## config.mk

```make
export PLATFORM = sky130hd
export DESIGN_NAME = regfile_sequencer_4
export DESIGN_NICKNAME = d
export VERILOG_FILES = /design/src/rtl/regfile_sequencer_4.sv
export SDC_FILE = /design/constraint.sdc
export NUM_CORES = 1
export LEC_CHECK = 0
export ABC_CLOCK_PERIOD_IN_PS = 2400
export CAP_MARGIN = 20
export CORE_UTILIZATION = 50
export CTS_CLUSTER_DIAMETER = 40
export DETAILED_ROUTE_END_ITERATION = 16
export PLACE_DENSITY = 0.83
export SETUP_SLACK_MARGIN = 0.5
export SKIP_LAST_GASP = 1
export SYNTH_ARGS = -nofsm -noshare
export SYNTH_HDL_FRONTEND = slang
export SYNTH_SLANG_ARGS = --single-unit
```

## constraint.sdc

```tcl
create_clock -name i_clk -period 2.4 [get_ports i_clk]
set_input_delay 0.48 -clock i_clk [delete_from_list [all_inputs] [get_ports i_clk]]
set_output_delay 0.48 -clock i_clk [all_outputs]
set_load 0.05 [all_outputs]
```

## src/rtl/regfile_sequencer_4.sv

```systemverilog
// regfile_sequencer_4
// Four-state micro-sequencer that runs one register-transfer instruction at a
// time against an external 4-entry x 4-bit register file. It fetches both
// operands, computes the result in a small ALU and writes the result back.
//
// State table:
//   IDLE | ready for a new instruction; instruction register loads on handshake
//   READ | drive read addresses from latched rs0/rs1, capture operands A/B
//   EXEC | compute result and flags into registers (NOP retires here)
//   WB   | single-cycle write strobe of the result to latched rd, done pulse
//
// Ports:
//   i_clk, i_reset                  clock, synchronous active-high reset
//   i_valid / o_ready               instruction handshake
//   i_opcode, i_rd, i_rs0, i_rs1,
//   i_imm                           instruction fields
//   o_reg_read_0/1, i_port_read_0/1 register file read ports (combinational)
//   o_reg_write, o_port_write,
//   o_write_enable                  register file write port
//   o_done                          one-cycle retire pulse
//   o_zero, o_carry                 sticky result flags
module regfile_sequencer_4 #(
  parameter int DATA_W = 4
) (
  input  logic              i_clk,
  input  logic              i_reset,
  input  logic              i_valid,
  output logic              o_ready,
  input  logic [2:0]        i_opcode,
  input  logic [1:0]        i_rd,
  input  logic [1:0]        i_rs0,
  input  logic [1:0]        i_rs1,
  input  logic [DATA_W-1:0] i_imm,
  output logic [1:0]        o_reg_read_0,
  output logic [1:0]        o_reg_read_1,
  input  logic [DATA_W-1:0] i_port_read_0,
  input  logic [DATA_W-1:0] i_port_read_1,
  output logic [1:0]        o_reg_write,
  output logic [DATA_W-1:0] o_port_write,
  output logic              o_write_enable,
  output logic              o_done,
  output logic              o_zero,
  output logic              o_carry
);

  localparam logic [2:0] OP_NOP = 3'd0;
  localparam logic [2:0] OP_LDI = 3'd1;
  localparam logic [2:0] OP_MOV = 3'd2;
  localparam logic [2:0] OP_ADD = 3'd3;
  localparam logic [2:0] OP_SUB = 3'd4;
  localparam logic [2:0] OP_AND = 3'd5;
  localparam logic [2:0] OP_OR  = 3'd6;
  localparam logic [2:0] OP_XOR = 3'd7;

  typedef enum logic [1:0] {S_IDLE, S_READ, S_EXEC, S_WB} state_t;

  state_t            r_state;
  state_t            w_next;
  logic [2:0]        r_op;
  logic [1:0]        r_rd;
  logic [1:0]        r_rs0;
  logic [1:0]        r_rs1;
  logic [DATA_W-1:0] r_imm;
  logic [DATA_W-1:0] r_a;
  logic [DATA_W-1:0] r_b;
  logic [DATA_W-1:0] r_result;
  logic              r_zero;
  logic              r_carry;

  logic [DATA_W:0]   w_sum;
  logic [DATA_W:0]   w_diff;
  logic [DATA_W-1:0] w_alu;
  logic              w_carry_new;
  logic              w_carry_upd;

  // Extra top bit of the difference is the borrow (set iff A < B).
  assign w_sum  = {1'b0, r_a} + {1'b0, r_b};
  assign w_diff = {1'b0, r_a} - {1'b0, r_b};

  always_comb begin
    w_alu       = '0;
    w_carry_new = r_carry;
    w_carry_upd = 1'b0;
    case (r_op)
      OP_LDI: w_alu = r_imm;
      OP_MOV: w_alu = r_a;
      OP_ADD: begin
        w_alu       = w_sum[DATA_W-1:0];
        w_carry_new = w_sum[DATA_W];
        w_carry_upd = 1'b1;
      end
      OP_SUB: begin
        w_alu       = w_diff[DATA_W-1:0];
        w_carry_new = w_diff[DATA_W];
        w_carry_upd = 1'b1;
      end
      OP_AND: w_alu = r_a & r_b;
      OP_OR:  w_alu = r_a | r_b;
      OP_XOR: w_alu = r_a ^ r_b;
      default: w_alu = '0;
    endcase
  end

  always_comb begin
    w_next = r_state;
    case (r_state)
      S_IDLE: if (i_valid) w_next = S_READ;
      S_READ: w_next = S_EXEC;
      S_EXEC: w_next = (r_op == OP_NOP) ? S_IDLE : S_WB;
      S_WB:   w_next = S_IDLE;
      default: w_next = S_IDLE;
    endcase
  end

  always_ff @(posedge i_clk) begin
    if (i_reset) begin
      r_state  <= S_IDLE;
      r_op     <= '0;
      r_rd     <= '0;
      r_rs0    <= '0;
      r_rs1    <= '0;
      r_imm    <= '0;
      r_a      <= '0;
      r_b      <= '0;
      r_result <= '0;
      r_zero   <= 1'b0;
      r_carry  <= 1'b0;
    end else begin
      r_state <= w_next;
      case (r_state)
        S_IDLE: if (i_valid) begin
          r_op  <= i_opcode;
          r_rd  <= i_rd;
          r_rs0 <= i_rs0;
          r_rs1 <= i_rs1;
          r_imm <= i_imm;
        end
        S_READ: begin
          r_a <= i_port_read_0;
          r_b <= i_port_read_1;
        end
        S_EXEC: if (r_op != OP_NOP) begin
          r_result <= w_alu;
          r_zero   <= (w_alu == '0);
          if (w_carry_upd) r_carry <= w_carry_new;
        end
        default: ;
      endcase
    end
  end

  assign o_ready      = (r_state == S_IDLE);
  assign o_reg_read_0 = (r_state == S_READ) ? r_rs0 : 2'd0;
  assign o_reg_read_1 = (r_state == S_READ) ? r_rs1 : 2'd0;
  assign o_reg_write  = r_rd;
  assign o_port_write = (r_state == S_WB) ? r_result : '0;
  // Reset in the WB cycle must suppress the write even though the state
  // register still reads WB during that cycle.
  assign o_write_enable = (r_state == S_WB) & ~i_reset;
  assign o_done = ((r_state == S_WB) |
                   ((r_state == S_EXEC) & (r_op == OP_NOP))) & ~i_reset;
  assign o_zero  = r_zero;
  assign o_carry = r_carry;

endmodule

```

==> results.md, run 1 <==
* Status: complete, no violations
* Drt pass-1 iters at 4
* CTS Buf Count at 5
* Finish-stage setup viols at 0
* Unrepaired setup endpoints after global routing: true
* First-pass GRT wire length at 6686 um
* CP startpoint kind: flop
* Synth top area share at 32.70%
* Chip height at 61.59 um
* Vias in the first global route at 1505
* DR DRC count at 0
* Crit Path Class: flop to flop
* Initial drt markers at 111
* Syn nets at 253
* Initial Utilization at 52.79%
* Dominant cells by area after synthesis: dfxtp_1 (33%), nand2_1 (11%), ha_1 (8.5%), a21oi_1 (7.6%), mux2i_1 (2.8%)
* Avg Cell Area, Syn at 8.258 sq um
* Commonest non-fill, non-tap cell in the layout: nand2_1
* Gp weighted congestion at 0.8618
* Fin. Hold Viols at 0
* Ant diodes at 0
* Cts hold-fix bufs at 0
* PortBufs at 38
* Min Clock Period, post-route at 2.008 ns
* Worst-Skew Late Latency at 0.34 ns
* CP max FO at 4
* Highest-count cells in the layout ignoring fill and taps: nand2_1 (49), a21oi_1 (26), clkdlybuf4s50_1 (22), dfxtp_1 (19)
* Die area at 0.003793 sq mm
* Max-slew violations at 0
* Register area share after synthesis at 32.70%
* Max_slew headroom at 66.94%
* Synthesized cell area at 0.001775 sq mm
* CP Data Required Time at 2.69 ns
* Clock skew at 0.004012 ns
* Syn-to-layout area delta at 37.98%
* Max cap viols at 0
* Slew @ Worst Pin at 0.4978 ns
* Fmax at 498.1 MHz
* Overall power at 1.178 mW
* Wirelength, routed at 4272 um
* Number of nets in the layout at 298
* Core ar. at 0.003363 sq mm
* Cell count after synthesis at 215
* TNS Setup at 0 ns
* Total grt overflow at 0
* TritonCTS clock tree: done
* Cell taking the most area after synthesis: dfxtp_1
* Largest net degree at the start of global routing at 26
* Post-DP HPWL at 2751 um
* Worst IR Drop VDD at 0.0004199 V
* Vias per inst at 5.300
* Fin crit share at 83.65%
* Initial antenna violation count at 0
* Ports at 39
* Mean routed wirelength per cell at 13.92 um
* Pleak at 0.9614 nW
* Hold WC Path Type: flop to flop
* Std-Cell Rows at 21
* Seq cells post-synth at 29
* CP endpoint kind: flop
* Crit path arrival time at 2.29 ns
* Clock transition at the registers of the reported paths at 0.09 ns
* Total track usage at 24.97%
* Via count at 1627
* Distinct cells, synth at 52
* Fillers at 251
* Die width at 61.59 um
* Fraction of layout cells with a size suffix above 1 at 26.05%
* Area of the multi-input gates at 0.001116 sq mm
* Clock sink total at 29
* Sequential Area at 610.6 sq um
* Clock Path Buffers at 2
* PwrDens at 481.0 mW/mm^2
* Final ANT Viol Nets at 0
* Htree depth at 2
* YS warnings at 0
* Root Buffer: clkbuf_4
==> cell usage after synthesis (all sizes together) <==
cell,instances
a211oi,1
a21o,1
a21oi,28
a221o,1
a221oi,2
a22oi,1
a2bb2oi,1
a311oi,1
a32o,1
and2,6
and3,3
and4,1
buf,6
clkbuf,7
dfxtp,29
fa,2
ha,12
inv,13
mux2,1
mux2i,5
mux4,1
nand2,50
nand2b,6
nand3,1
nand3b,2
nand4,1
nor2,9
nor2b,5
nor3,2
nor3b,2
nor4b,1
o21ai,3
o21ba,2
o21bai,1
o22ai,1
o2bb2ai,1
o31ai,1
o41ai,1
or2b,1
xnor2,2
==> registers in the layout, indices dropped and copies added, names as in the netlist <==
name,cells
o_carry,1
o_reg_write,2
o_zero,1
r_a,4
r_b,4
r_imm,4
r_op,3
r_result,4
r_rs0,2
r_rs1,2
r_state,2
==> worst max-delay path: stages (launching register included) <==
cell and delay [ns]:
dfxtp_4 0.37, ha_2 0.21, fa_2 0.53, mux2i_1 0.09, mux4_2 0.49, nand2b_4 0.16, a21oi_2 0.10
==> metal layers <==
layer,share of wire [%],global-route usage (%),vias up
li1,-,-,812
met4,3.3,13.65,0
met1,43,30.45,746
met2,48,40.25,52
met3,5.0,6.303,17
met5,0,0,-
==> layout make-up <==
| cell class | instances | share of cell area (%) |
|---|---|---|
| sequential | 29 | 24.92 |
| timing repair buffer | 51 | 22.22 |
| clock buffer | 7 | 2.656 |
| clock inverter | 1 | 0.2043 |
| inverter | 13 | 2.094 |
| multi-input combinational | 160 | 45.56 |
| tap | 46 | 2.349 |
==> power by group <==
group	internal, mW	total (mW)	leakage (nW)	switching [mW]
Sequential	0.506	0.535	0.243	0.0288
Clock	0.169	0.350	0.0413	0.180
Combinational	0.140	0.294	0.677	0.154
Total	0.816	1.18	0.961	0.363
==> what timing repair did <==
item / CTS / global route
resized for setup: 42 / 14
buffers inserted: 4 / 5
endpoints found under the setup margin: 18 / 11
pin swaps: 2 / 4
==> through the flow <==
stage / worst slack [ns] / util (%) / instances / area, sq um / hold slack (ns)
finish: 0.3924 / 72.84 / 307 / 2450 / 0.4600
global route: 0.3286 / 72.84 / 307 / 2450 / 0.4801
CTS: 0.4602 / 70.50 / 302 / 2371 / 0.4550
detailed placement: 0.3533 / 65.63 / 290 / 2207 / 0.4421
global placement: 0.4028 / 65.63 / 290 / 2207 / 0.4376
floorplan: 0.5045 / - / 215 / 1780 / 0.4295
==> worst paths after layout <==
path / from / endpoint / slack (ns) / cells past startpoint
setup / recovery: r_a[0] / r_result[1] / 0.39 / 6
hold / removal: r_rs0[0] / r_rs0[0] / 0.46 / 2
hold reg to reg: r_rs0[0] / r_rs0[0] / 0.46 / 2
setup reg to reg: r_a[0] / r_result[1] / 0.39 / 6
==> logic make-up after synthesis <==
| logic type | count (synthesis) | synth area share (%) |
|---|---|---|
| flip-flops | 29 | 32.70 |
| adder cells (fa/ha/maj) | 14 | 10.71 |
| AND/OR/NAND/NOR | 90 | 25.16 |
| buffers and inverters | 26 | 8.457 |
| XOR/XNOR | 2 | 0.9868 |
| AO/OA/AOI/OAI | 47 | 17.27 |
| multiplexers | 7 | 4.722 |
Power figures use the tool's default switching activity.
==> inputs of run 2 (changes only) <==
--- a/config.mk
+++ b/config.mk
@@ -5,12 +5,12 @@
 export SDC_FILE = /design/constraint.sdc
 export NUM_CORES = 1
 export LEC_CHECK = 0
-export ABC_CLOCK_PERIOD_IN_PS = 2400
+export ABC_CLOCK_PERIOD_IN_PS = 1700
 export CAP_MARGIN = 20
-export CORE_UTILIZATION = 50
+export CORE_UTILIZATION = 45
 export CTS_CLUSTER_DIAMETER = 40
 export DETAILED_ROUTE_END_ITERATION = 16
-export PLACE_DENSITY = 0.83
+export PLACE_DENSITY = 0.79
 export SETUP_SLACK_MARGIN = 0.5
 export SKIP_LAST_GASP = 1
 export SYNTH_ARGS = -nofsm -noshare
==> constraint.sdc (replaced) <==
create_clock -name i_clk -period 1.7 [get_ports i_clk]
set_input_delay 0.34 -clock i_clk [delete_from_list [all_inputs] [get_ports i_clk]]
set_output_delay 0.34 -clock i_clk [all_outputs]
set_load 0.05 [all_outputs]
==> results.md, run 2 (synthesis results as in run 1) <==
* Hold WC Path Type: flop to flop
* Fraction of layout cells with a size suffix above 1 at 37.14%
* Worst IR Drop VDD at 0.0004828 V
* Mean routed wirelength per cell at 13.97 um
* First-pass GRT wire length at 7914 um
* CP startpoint kind: flop
* Status: complete, but fails checks
* Final ANT Viol Nets at 0
* CP Data Required Time at 1.93 ns
* Fmax at 528.9 MHz
* Initial Utilization at 47.78%
* Syn-to-layout area delta at 53.35%
* Initial antenna violation count at 0
* Finish-stage setup viols at 4
* Pleak at 1.101 nW
* Post-DP HPWL at 3111 um
* Slew @ Worst Pin at 0.4240 ns
* Core ar. at 0.003716 sq mm
* Slowest Stage Delay on Critical Path at 0.52 ns
* Die area at 0.004200 sq mm
* Initial drt markers at 54
* PwrDens at 657.2 mW/mm^2
* Drt pass-1 iters at 4
* Fin crit share at 111.2%
* Die width at 64.81 um
* Gp weighted congestion at 0.8945
* Number of nets in the layout at 318
* DR DRC count at 0
* Std-Cell Rows at 22
* Commonest non-fill, non-tap cell in the layout: nand2_1
* Total track usage at 25.17%
* TritonCTS clock tree: done
* Pre-CTS WS at -0.1808 ns
* CP max stage cell: fa_2
* Vias in the first global route at 1691
* Highest-count cells in the layout ignoring fill and taps: nand2_1 (49), buf_4 (33), a21oi_1 (26), clkdlybuf4s50_1 (22), dfxtp_1 (19)
* Clock Path Buffers at 2
* Overall power at 1.789 mW
* Fillers at 276
* Cts hold-fix bufs at 0
* Wirelength, routed at 4581 um
* Vias per inst at 5.296
* Max cap viols at 0
* Failing checks: setup timing
* CP endpoint kind: flop
* Setup WS post-layout at -0.1907 ns
* Clock skew at 0.007489 ns
* Crit path arrival time at 2.12 ns
* CP max FO at 4
* Clock transition at the registers of the reported paths at 0.06 ns
* Crit Path Class: flop to flop
* Chip height at 64.81 um
* Max_slew headroom at 71.67%
* Min Clock Period, post-route at 1.891 ns
* Ant diodes at 0
* Clock sink total at 29
* CTS Buf Count at 5
* Worst-Skew Late Latency at 0.29 ns
* Total grt overflow at 0
* Largest net degree at the start of global routing at 19
* CP Cell Sequence: ha_4, fa_2, mux2i_1, mux4_2, nand2b_4, a21oi_2
* Fin. Hold Viols at 0
* Via count at 1737
* Max-slew violations at 0
* Root Buffer: clkbuf_8
* Unrepaired setup endpoints after global routing: true
* PortBufs at 38
* Ports at 39
* Htree depth at 2
-- run 2: cell types whose count changed in the layout (fill, tap and decap cells not counted), sizes merged --
cell           previous run  this run
buf                      17        47
clkdlybuf4s15             5         0
dlygate4sd2               5         1
clkbuf                    9         6
and2                      6         7
-- run 2: repair_timing --
| item | in CTS | in global routing |
|---|---|---|
| pin swaps | 8 | 6 |
| gates resized for setup | 11 | 9 |
| endpoints found under the setup margin | 40 | 37 |
| gates cloned | 1 | 0 |
| setup buffers | 11 | 1 |
-- run 2: layout make-up --
type                            instances  area [sq um]  area share (%)
Clock buffer                            6         72.57           2.665
Tap cell                               48         60.06           2.206
Clock inverter                          1         5.005          0.1838
Inverter                               13         51.30           1.884
Sequential cell                        29         608.1           22.33
Multi-Input combinational cell        161          1195           43.89
Timing Repair Buffer                   70         730.7           26.84
-- run 2: report_power, final --
part	internal [mW]	leakage, nW	switching [mW]
sequential	0.716	0.243	0.0383
clock	0.277	0.0410	0.262
combinational	0.252	0.818	0.243
total	1.25	1.10	0.544
-- run 2: worst max-delay path, delay by kind of cell (launching register included) --
family                     cells  cell delay, ns
and+or+nand+nor                1            0.16
muxes                          2            0.53
adders and majority gates      2            0.69
DFF                            1            0.37
AOI/OAI and AO/OA              1            0.09
-- run 2: metal layers --
layer  track usage, %  vias to the layer above  part of all wire, %
met5                0                        -                    0
met4            11.11                        0                  2.6
met3            7.570                       14                  5.4
met2            42.58                       55                   50
met1            28.96                      819                   42
li1                 -                      849                    -
-- run 2: worst paths after layout --
| path | cells after the start | from | to | slack [ns] |
|---|---|---|---|---|
| worst max-delay path | 6 | r_b[0] | r_result[1] | -0.19 |
| worst max register to register | 6 | r_b[0] | r_result[1] | -0.19 |
| worst min register to register | 2 | r_rs0[0] | r_rs0[0] | 0.46 |
| worst min-delay path | 2 | r_rs0[0] | r_rs0[0] | 0.46 |
-- run 2: per-stage QoR --
| stage | hold slack (ns) | util [%] | instances | setup TNS [ns] | instance area (sq um) |
|---|---|---|---|---|---|
| floorplan | 0.4346 | - | 215 | -0.2204 | 1928 |
| global placement | 0.4435 | 66.87 | 308 | -0.3404 | 2485 |
| detailed placement | 0.4484 | 66.87 | 308 | -0.5978 | 2485 |
| CTS | 0.4553 | 72.29 | 327 | -0.5376 | 2686 |
| global route | 0.4696 | 73.27 | 328 | -0.9869 | 2723 |
| finish | 0.4551 | 73.27 | 328 | -0.5332 | 2723 |
